[config.mk]
export PLATFORM = sky130hd
export DESIGN_NAME = pixel_packer
export DESIGN_NICKNAME = d
export VERILOG_FILES = /design/src/rtl/pixel_packer.sv
export SDC_FILE = /design/constraint.sdc
export NUM_CORES = 1
export LEC_CHECK = 0
export BUFFER_PORTS_ARGS = -buffer_cell sky130_fd_sc_hd__buf_4
export CAP_MARGIN = 5
export CORE_MARGIN = 3
export CORE_UTILIZATION = 35
export CTS_BUF_LIST = sky130_fd_sc_hd__clkbuf_8
export DETAILED_ROUTE_END_ITERATION = 8
export GPL_TIMING_DRIVEN = 0
export PLACE_DENSITY_LB_ADDON = 0.1
export SYNTH_ARGS = -nofsm -noshare
export SYNTH_HDL_FRONTEND = slang
export SYNTH_SLANG_ARGS = --single-unit
[constraint.sdc]
create_clock -name aclk -period 7.4 [get_ports aclk]
set_clock_uncertainty 0.05 [all_clocks]
set_input_delay 1.11 -clock aclk [delete_from_list [all_inputs] [get_ports aclk]]
set_output_delay 1.11 -clock aclk [all_outputs]
set_load 0.005 [all_outputs]
[src/rtl/pixel_packer.sv]
// Packs 24-bit RGB pixels into 32-bit AXI4-Stream words (4 pixels -> 3 words)
// with frame-start on tuser, line-end on tlast and a frame_done pulse.
module pixel_packer #(
    parameter int X_SIZE = 640,
    parameter int Y_SIZE = 480
) (
    input  logic        aclk,
    input  logic        areset,
    input  logic [7:0]  in_r,
    input  logic [7:0]  in_g,
    input  logic [7:0]  in_b,
    input  logic        in_valid,
    output logic        in_ready,
    output logic [31:0] out_stream_tdata,
    output logic [3:0]  out_stream_tkeep,
    output logic        out_stream_tuser,
    output logic        out_stream_tlast,
    output logic        out_stream_tvalid,
    input  logic        out_stream_tready,
    output logic        frame_done
);
    localparam int XW = $clog2(X_SIZE);
    localparam int YW = (Y_SIZE > 1) ? $clog2(Y_SIZE) : 1;
    localparam logic [XW-1:0] X_LAST = XW'(X_SIZE - 1);
    localparam logic [YW-1:0] Y_LAST = YW'(Y_SIZE - 1);

    typedef enum logic [1:0] {PH0, PH1, PH2, PH3} phase_t;

    phase_t        phase_q, phase_d;
    logic [XW-1:0] x_q, x_d;
    logic [YW-1:0] y_q, y_d;
    logic [23:0]   res_q, res_d;
    logic [31:0]   tdata_q, tdata_d;
    logic          tvalid_q, tvalid_d;
    logic          tuser_q, tuser_d;
    logic          tlast_q, tlast_d;
    logic          fend_q, fend_d;
    logic          fdone_q, fdone_d;
    logic          accept;
    logic          emit;
    logic [31:0]   word;

    assign in_ready = !tvalid_q || out_stream_tready;
    assign accept   = in_valid && in_ready;

    // Residual bytes are kept in stream order starting at [7:0].
    always_comb begin
        phase_d = phase_q;
        x_d     = x_q;
        y_d     = y_q;
        res_d   = res_q;
        emit    = 1'b0;
        word    = '0;
        if (accept) begin
            case (phase_q)
                PH0: begin
                    res_d   = {in_b, in_g, in_r};
                    phase_d = PH1;
                end
                PH1: begin
                    word    = {in_r, res_q[23:0]};
                    res_d   = {8'h00, in_b, in_g};
                    emit    = 1'b1;
                    phase_d = PH2;
                end
                PH2: begin
                    word    = {in_g, in_r, res_q[15:0]};
                    res_d   = {16'h0000, in_b};
                    emit    = 1'b1;
                    phase_d = PH3;
                end
                default: begin
                    word    = {in_b, in_g, in_r, res_q[7:0]};
                    res_d   = '0;
                    emit    = 1'b1;
                    phase_d = PH0;
                end
            endcase
            if (x_q == X_LAST) begin
                x_d = '0;
                y_d = (y_q == Y_LAST) ? '0 : y_q + 1'b1;
            end else begin
                x_d = x_q + 1'b1;
            end
        end
    end

    always_comb begin
        tdata_d  = tdata_q;
        tuser_d  = tuser_q;
        tlast_d  = tlast_q;
        fend_d   = fend_q;
        tvalid_d = tvalid_q && !out_stream_tready;
        fdone_d  = tvalid_q && out_stream_tready && fend_q;
        if (emit) begin
            tdata_d  = word;
            tvalid_d = 1'b1;
            tuser_d  = (phase_q == PH1) && (x_q == XW'(1)) && (y_q == '0);
            tlast_d  = (phase_q == PH3) && (x_q == X_LAST);
            fend_d   = (phase_q == PH3) && (x_q == X_LAST) && (y_q == Y_LAST);
        end
    end

    always_ff @(posedge aclk or posedge areset) begin
        if (areset) begin
            phase_q  <= PH0;
            x_q      <= '0;
            y_q      <= '0;
            res_q    <= '0;
            tdata_q  <= '0;
            tvalid_q <= 1'b0;
            tuser_q  <= 1'b0;
            tlast_q  <= 1'b0;
            fend_q   <= 1'b0;
            fdone_q  <= 1'b0;
        end else begin
            phase_q  <= phase_d;
            x_q      <= x_d;
            y_q      <= y_d;
            res_q    <= res_d;
            tdata_q  <= tdata_d;
            tvalid_q <= tvalid_d;
            tuser_q  <= tuser_d;
            tlast_q  <= tlast_d;
            fend_q   <= fend_d;
            fdone_q  <= fdone_d;
        end
    end

    assign out_stream_tdata  = tdata_q;
    assign out_stream_tkeep  = 4'hF;
    assign out_stream_tuser  = tuser_q;
    assign out_stream_tlast  = tlast_q;
    assign out_stream_tvalid = tvalid_q;
    assign frame_done        = fdone_q;

endmodule

==> results of run 1 <==
==> power by group <==
group	total, mW	internal (mW)	leakage (nW)	switching [mW]
Sequential	0.713	0.609	1.06	0.104
Combinational	0.762	0.316	1.15	0.446
Clock	0.341	0.166	0.100	0.175
==> synthesized netlist by cell type (all sizes together) <==
master,number,share of area (%)
nand4,8,1.2
nor3b,1,0.19
a21oi,16,2.0
a41oi,1,0.22
ha,9,2.8
nand2,78,7.2
a211oi,3,0.56
a222oi,8,2.0
nor4,5,0.77
o21bai,1,0.19
or3,5,0.77
buf,19,3.0
or4b,1,0.25
or4,1,0.19
and2,1,0.15
a22oi,24,4.5
conb,1,0.093
xnor2,10,2.2
mux2,2,0.56
a211o,1,0.22
o21ai,32,4.0
nor4b,2,0.43
o31ai,9,1.8
nand3,25,3.2
and3,5,0.77
nor3,5,0.74
a221oi,8,1.7
nor2b,3,0.65
dfrtp,82,51
nor2,43,4.0
a21o,1,0.19
clkbuf,17,1.6
inv,10,0.93
and4,1,0.22
==> worst register-to-register path, cell delays in order, from the launching register on <==
cell      delay, ns
dfrtp_1        0.42
inv_1          0.10
ha_1           0.20
clkbuf_1       0.22
or3_1          0.45
buf_6          0.16
clkbuf_1       0.25
nand2_1        0.15
o31ai_2        0.07
==> through the flow <==
step | cell area, µm² | cells | util, % | worst slack, ns
final | 4943 | 662 | 44.62 | 4.565
after global routing | 4943 | 662 | 44.62 | 4.516
after CTS | 4943 | 662 | 44.62 | 4.561
after detailed placement | 4740 | 646 | 42.78 | 4.562
after global placement | 4710 | 645 | 42.51 | 3.048
after floorplan | 4054 | 441 | - | 4.132
==> cells by family (layout without fill, tap and decap cells) <==
| group | count (synthesis) | in the layout | share of synthesized area (%) |
|---|---|---|---|
| buf+inv | 46 | 127 | 5.540 |
| compound gates | 104 | 104 | 17.27 |
| flops | 82 | 82 | 50.76 |
| fa+ha+maj | 9 | 9 | 2.786 |
| mux | 2 | 2 | 0.5571 |
| other cells | 1 | 4 | 0.09276 |
| simple gates | 184 | 184 | 20.83 |
| xor+xnor | 10 | 10 | 2.166 |
==> state kept, by name, summed over array words and instances (netlist names) <==
register           cells
out_stream_tvalid      1
out_stream_tuser       1
out_stream_tlast       1
phase_q                2
frame_done             1
x_q                   10
y_q                    9
out_stream_tdata      32
fend_q                 1
res_q                 24
==> per-layer routing <==
layer,track usage (%),vias to the layer above,routed length [µm]
li1,-,1708,-
met1,26.03,1700,5372
met2,29.05,118,5364
met3,3.714,13,679
met4,5.449,0,177
met5,0,-,0
==> area by class of cell <==
type	instances	share of cell area, %
clock inverter	6	1.341
sequential	82	41.51
buffer	36	3.771
multi-input combinational	313	35.97
inverter	10	0.8099
tap	140	3.543
timing repair buffer	65	10.28
clock buffer	10	2.784
==> worst paths after layout <==
kind	startpoint	endpoint	slack, ns
worst min register to register	res_q[19]	res_q[19]	0.42
min in group asynchronous	areset	frame_done	0.64
max in group asynchronous	areset	res_q[19]	6.07
worst min-delay path	res_q[19]	res_q[19]	0.42
worst max-delay path	out_stream_tready	in_ready	4.57
worst max register to register	phase_q[0]	fend_q	5.22
==> layout by cell type (no fill, tap or decap), drive strengths merged, types with 8 or more instances in the layout <==
master,n
dfrtp,82
a221oi,8
nand3,25
inv,12
a21oi,16
nand4,8
nand2,78
buf,84
ha,9
clkbuf,27
a222oi,8
a22oi,24
o21ai,32
xnor2,10
nor2,43
o31ai,9
==> results.yml, run 1 <==
worst_setup_path:
  critical_path.cell_chain: "buf_4 > nor2b_4 > buf_6 > inv_1 > buf_4"
  endpoint_kind: "primary output"
  criticalPathCategory: "input port to primary output"
  critPathMaxStageDelay_ns: 0.14
  critical-path-top-delay-family: "buffers and inverters"
  r2r_cells: 8
  path_buf_inv: 4
  critPathSlowestCell: "buf_6"
  path_max_fanout: 9
  crit_cells: 5
  arrival_ns: 1.67
  critPathRequiredTime_ns: 6.24
  start_kind: "input port"
  crit_top_cell: "buf_4"
sta:
  post-route-period-util_pct: 38.31
  slew_headroom_pct: 61.63
  setup_viol: 0
  drv_slew: 0
  tightest_slew_ns: 0.5735
  hold_viol_final: 0
  rsz0062_at_grt: "false"
  hold_slack_ns: 0.4209
  fmax_ghz: 0.3527
  finalSetupTns_ns: 0
  min_period_ns: 2.835
final_layout:
  multi_input_area_um2: 1778
  syn2layout_area_growth_pct: 22.28
  regArea_um2: 2052
  layout-drive-gt1-share_pct: 20.11
  antenna_cells: 0
  nets: 554
  n_fill_cell: 1102
power_and_ir_drop:
  power_density_nw_per_um2: 367.4
  vdd_drop_max_mv: 0.1562
  p_total_mw: 1.816
  power_leakage_nw: 2.307
global_route:
  overflow: 0
  grt_pass1_wl_um: 18570
  grt_use_total_pct: 18.53
  grt_max_degree: 63
  antenna_found_initial: 0
  grt_pass1_vias: 3462
routing:
  wl_per_cell_um: 17.51
  postRouteAntennaNets: 0
  vias: 3539
  route.detailed.drc: 0
  wl_um: 11590
  drt_iter0_drc: 295
  via_per_inst: 5.346
  first_pass_iters: 8
logic_synthesis:
  ys_seq_area_share_pct: 50.76
  syn_avg_cell_area_um2: 9.230
  ys_ff_latch: 82
  synthCells: 438
  synthDistinctLibCells: 41
  ys_warn_count: 0
  synthesis.area_um2: 4043
place:
  dp_hpwl_um: 8514
  gp_congestion: 0.8481
  io_buffer_count: 64
clocking:
  cts.path.max_buffers: 2
  cts_root_buffer: "clkbuf_8"
  numCtsBuffers: 9
  clk-insertion-delay-late_ns: 0.37
  path_clk_slew_ns: 0.08
  cts_tree: "built"
  cts-htree-levels: 3
  cts_sinks: 82
  post_cts_resized: 0
  postCtsSetupRepairBufs: 0
  hold_buffers: 0
floorplanning:
  die-area_um2: 12880
  coreArea_um2: 11080
  start_util_pct: 36.49
  dieWidth_um: 113.5
  num_rows: 38
  die_h_um: 113.5
  io_pins: 69
min_path:
  hp-class: "flip-flop to flip-flop"
  min_path_cells: 2
job:
  maxCapViolations: 0
run_status:
  status: "completed"
(Power assumes the default switching activity.)
==> inputs of run 2 (changes only) <==
clock period = 2.45 ns   (was 7.4 ns; I/O delays follow)
==> run 2 against run 1 <==
Net effect:
- cell count increased by 0.15%
- critical path depth grew 3
- power grew to 3.1 times the previous value
- critical path type is now flip-flop to flip-flop
==> results.yml, run 2 (synthesized netlist as in run 1, its figures left out) <==
place:
  dp_hpwl_um: 8533
  dp_cells: 647
  io_buffer_count: 64
  place_ws_ns: 0.3060
  gp_congestion: 0.8595
sta:
  setup_slack_ns: 0.3040
  post-route-period-util_pct: 87.59
  fmax_ghz: 0.4660
  hold_viol_final: 0
  rsz0062_at_grt: "false"
  hold_slack_ns: 0.01543
  tightest_slew_ns: 0.6100
  min_period_ns: 2.146
  finalSetupTns_ns: 0
  drv_slew: 0
  slew_headroom_pct: 59.25
  setup_viol: 0
worst_setup_path:
  arrival_ns: 2.35
  endpoint_kind: "flip-flop"
  critPathRequiredTime_ns: 2.65
  start_kind: "flip-flop"
  criticalPathCategory: "flip-flop to flip-flop"
  path_max_fanout: 10
routing:
  wl_um: 11600
  wl_per_cell_um: 17.50
  drt_iter0_drc: 243
  route.detailed.drc: 0
  vias: 3535
  postRouteAntennaNets: 0
  via_per_inst: 5.332
  first_pass_iters: 5
floorplanning:
  dieWidth_um: 113.5
  die_h_um: 113.5
  die-area_um2: 12880
  io_pins: 69
  coreArea_um2: 11080
  num_rows: 38
  start_util_pct: 36.49
power_and_ir_drop:
  vdd_drop_max_mv: 0.4789
  power_density_nw_per_um2: 1124
  power_leakage_nw: 2.328
final_layout:
  largest_reg_flops: 32
  nets: 555
  final_common_cell: "dfrtp_1"
  antenna_cells: 0
  layout-drive-gt1-share_pct: 20.46
  fin_util_pct: 45.05
  finalNonFillerCells: 663
  layout.cells.most_common_list: "dfrtp_1, nand2_1, buf_4, nor2_1, o21ai_0"
  syn2layout_area_growth_pct: 23.46
run_status:
  status: "completed"
clocking:
  clk-insertion-delay-late_ns: 0.36
  cts-htree-levels: 3
  cts_tree: "built"
  cts_sinks: 82
  hold_buffers: 0
  cts_root_buffer: "clkbuf_8"
  postCtsSetupRepairBufs: 0
  post_cts_resized: 0
  numCtsBuffers: 9
  cts.path.max_buffers: 2
  path_clk_slew_ns: 0.09
global_route:
  overflow: 0
  grt_pass1_vias: 3379
  grt_pass1_wl_um: 18280
  grt_max_degree: 31
  grt_use_total_pct: 18.54
  antenna_found_initial: 0
job:
  maxCapViolations: 0
min_path:
  hp-class: "input port to async pin"
## run 2: cell type report
type	instances	area, µm²
clock buffer	11	151.4
multi-input combinational	313	1778
buffer	36	186.4
fill	1116	6087
clock inverter	5	86.33
inverter	10	41.29
tap	140	175.2
sequential	82	2052
timing repair buffer	66	520.5
## run 2: metrics by stage
| stage | total power, mW | area (µm²) |
|---|---|---|
| finish | 5.612 | 4991 |
| floorplan | 3.507 | 4058 |
| global placement | 4.456 | 4713 |
| CTS | 5.678 | 4991 |
| global route | 6.089 | 4991 |
| detailed placement | 4.500 | 4753 |
## run 2: path summary, 6_finish.rpt
kind	cells past startpoint	endpoint	slack (ns)	startpoint
setup reg to reg	8	fend_q	0.30	phase_q[0]
setup / recovery	8	fend_q	0.30	phase_q[0]
min in group aclk	2	frame_done	0.22	out_stream_tready
hold reg to reg	2	res_q[19]	0.42	res_q[19]
max in group asynchronous	4	y_q[7]	1.56	areset
hold / removal	2	out_stream_tdata[4]	0.02	areset
## run 2: per-layer routing
layer  routed length [µm]  track usage, %  vias to the layer above  share of wire (%)
met2                 5261           28.31                      121                 45
li1                     -               -                     1711                  -
met5                    0               0                        -                  0
met4                  176           6.250                        0                1.5
met1                 5389           26.18                     1690                 46
met3                  776           4.032                       13                6.7
## run 2: worst max-delay path, stage by stage (launching register included)
cell and delay, ns:
dfrtp_1 0.42, inv_1 0.10, ha_1 0.19, clkbuf_1 0.22
or3_1 0.43, buf_6 0.15, clkbuf_1 0.25, nand2_1 0.15
o31ai_2 0.07
## run 2: where the power goes
part	internal [mW]	switching [mW]	total (mW)	leakage, nW
Clock	0.635	0.522	1.16	0.120
Sequential	1.84	0.326	2.17	1.06
Combinational	0.953	1.34	2.29	1.15
Total	3.43	2.18	5.61	2.33
==> inputs of run 3 (changes only) <==
--- a/config.mk
+++ b/config.mk
@@ -7,3 +7,3 @@
 export LEC_CHECK = 0
-export BUFFER_PORTS_ARGS = -buffer_cell sky130_fd_sc_hd__buf_4
+export BUFFER_PORTS_ARGS = -buffer_cell sky130_fd_sc_hd__clkbuf_2
 export CAP_MARGIN = 5
--- a/constraint.sdc
+++ b/constraint.sdc
@@ -4,2 +4,2 @@
 set_output_delay 0.3675 -clock aclk [all_outputs]
-set_load 0.005 [all_outputs]
+set_load 0.1 [all_outputs]
==> run 3 against run 2 <==
Net effect:
- highest routed layer unchanged
- power grew 28%
- die area did not move
- largest power group unchanged
- final area is 3.8% lower
- cell count unchanged
==> results.yml, run 3 (synthesized netlist as in run 1, its figures left out) <==
power_and_ir_drop:
  vdd_drop_max_mv: 0.9154
  swShare_pct: 55.72
  seqPwrFrac_pct: 30.1
  power_density_nw_per_um2: 1494
  p_comb_share_pct: 55.5
  power_leakage_nw: 2.266
  power_switching_mw: 3.998
  p_int_mw: 3.178
  clkPwrFrac_pct: 14.4
sta:
  slew_headroom_pct: 60.34
  hold_viol_final: 0
  drv_slew: 0
  min_period_ns: 2.157
  tightest_slew_ns: 0.5937
  finalSetupTns_ns: 0
  rsz0062_at_grt: "false"
  setup_viol: 0
  post-route-period-util_pct: 88.06
  fmax_ghz: 0.4635
  setup_slack_ns: 0.2926
clocking:
  post_cts_resized: 0
  cts.path.max_buffers: 2
  path_clk_slew_ns: 0.08
  cts_sinks: 82
  hold_buffers: 0
  numCtsBuffers: 9
  cts-htree-levels: 3
  cts_root_buffer: "clkbuf_8"
  cts_tree: "built"
  postCtsSetupRepairBufs: 0
  clk-insertion-delay-late_ns: 0.36
place:
  place_ws_ns: 0.3079
  place_area_um2: 4598
  dp_cells: 647
  gp_congestion: 0.8863
  io_buffer_count: 64
  dp_hpwl_um: 8555
run_status:
  status: "completed"
job:
  maxCapViolations: 0
global_route:
  grt_pass1_vias: 3417
  grt_max_degree: 34
  overflow: 0
  grt_pass1_wl_um: 18460
  grt_use_total_pct: 18.38
  antenna_found_initial: 0
routing:
  postRouteAntennaNets: 0
  route.detailed.drc: 0
  first_pass_iters: 5
  wl_per_cell_um: 17.30
  top_layer_used: "met4"
  wl_um: 11470
  wl_met3_um: 539
  drt_iter0_drc: 272
  via_per_inst: 5.284
  wl_met1_um: 5533
  vias: 3503
  met2_length_um: 5153
floorplanning:
  die_h_um: 113.5
  num_rows: 38
  die-area_um2: 12880
  dieWidth_um: 113.5
  start_util_pct: 36.49
  coreArea_um2: 11080
  io_pins: 69
final_layout:
  syn2layout_area_growth_pct: 18.79
  layout.cells.most_common_list: "dfrtp_1, nand2_1, clkbuf_2, nor2_1, o21ai_0"
  stdcell_area_um2: 4802
  largest_reg_flops: 32
  layout-drive-gt1-share_pct: 20.84
  antenna_cells: 0
  nets: 555
  finalNonFillerCells: 663
  fin_util_pct: 43.35
  final_common_cell: "dfrtp_1"
min_path:
  hp-class: "input port to async pin"
worst_setup_path:
  start_kind: "flip-flop"
  path_max_fanout: 10
  criticalPathCategory: "flip-flop to flip-flop"
  critPathRequiredTime_ns: 2.64
  r2r_slack_ns: 0.29
  endpoint_kind: "flip-flop"
  arrival_ns: 2.35
run 3: critical path, cell delays in order, from the launching register on:
cell and delay [ns]:
dfrtp_1 0.41, inv_1 0.09, ha_1 0.20, clkbuf_1 0.22
or3_1 0.43, buf_6 0.15, clkbuf_1 0.25, nand2_1 0.16
o31ai_2 0.07
run 3: metrics by stage:
stage / hold slack (ns) / total power, mW
6_report: 0.005693 / 7.176
5_1_grt: 0.05983 / 7.592
4_1_cts: 0.02284 / 7.228
3_5_place_dp: 0.4049 / 6.184
3_3_place_gp: 0.4008 / 6.134
2_1_floorplan: 0.3894 / 5.306
run 3: area by class of cell:
| type | count | area (µm²) |
|---|---|---|
| Buffer | 36 | 186.4 |
| Clock buffer | 11 | 151.4 |
| Clock inverter | 5 | 52.55 |
| Fill cell | 1149 | 6276 |
| Inverter | 10 | 45.04 |
| Multi-Input combinational cell | 313 | 1778 |
| Sequential cell | 82 | 2053 |
| Tap cell | 140 | 175.2 |
| Timing Repair Buffer | 66 | 360.3 |
run 3: power by group through the flow:
stage	registers [mW]	logic (mW)	clock network, mW
after global routing	2.24	4.24	1.11
after detailed placement	2.19	3.99	0
after global placement	2.17	3.97	0
final	2.16	3.98	1.03
after floorplan	3.88	1.43	0
after CTS	2.16	4.00	1.06
run 3: final timing paths:
check | start | endpoint | cells after the start
worst max-delay path | phase_q[0] | fend_q | 8
worst min-delay path | areset | res_q[6] | 2
worst max register to register | phase_q[0] | fend_q | 8
worst min register to register | out_stream_tdata[4] | out_stream_tdata[4] | 2
max in group asynchronous | areset | out_stream_tdata[24] | 3
min in group aclk | in_b[1] | res_q[17] | 3
run 3: routing by layer:
layer,global-route usage [%],vias up
met5,0,-
met4,7.612,0
met3,2.493,17
met2,28.35,97
met1,26.06,1684
li1,-,1705
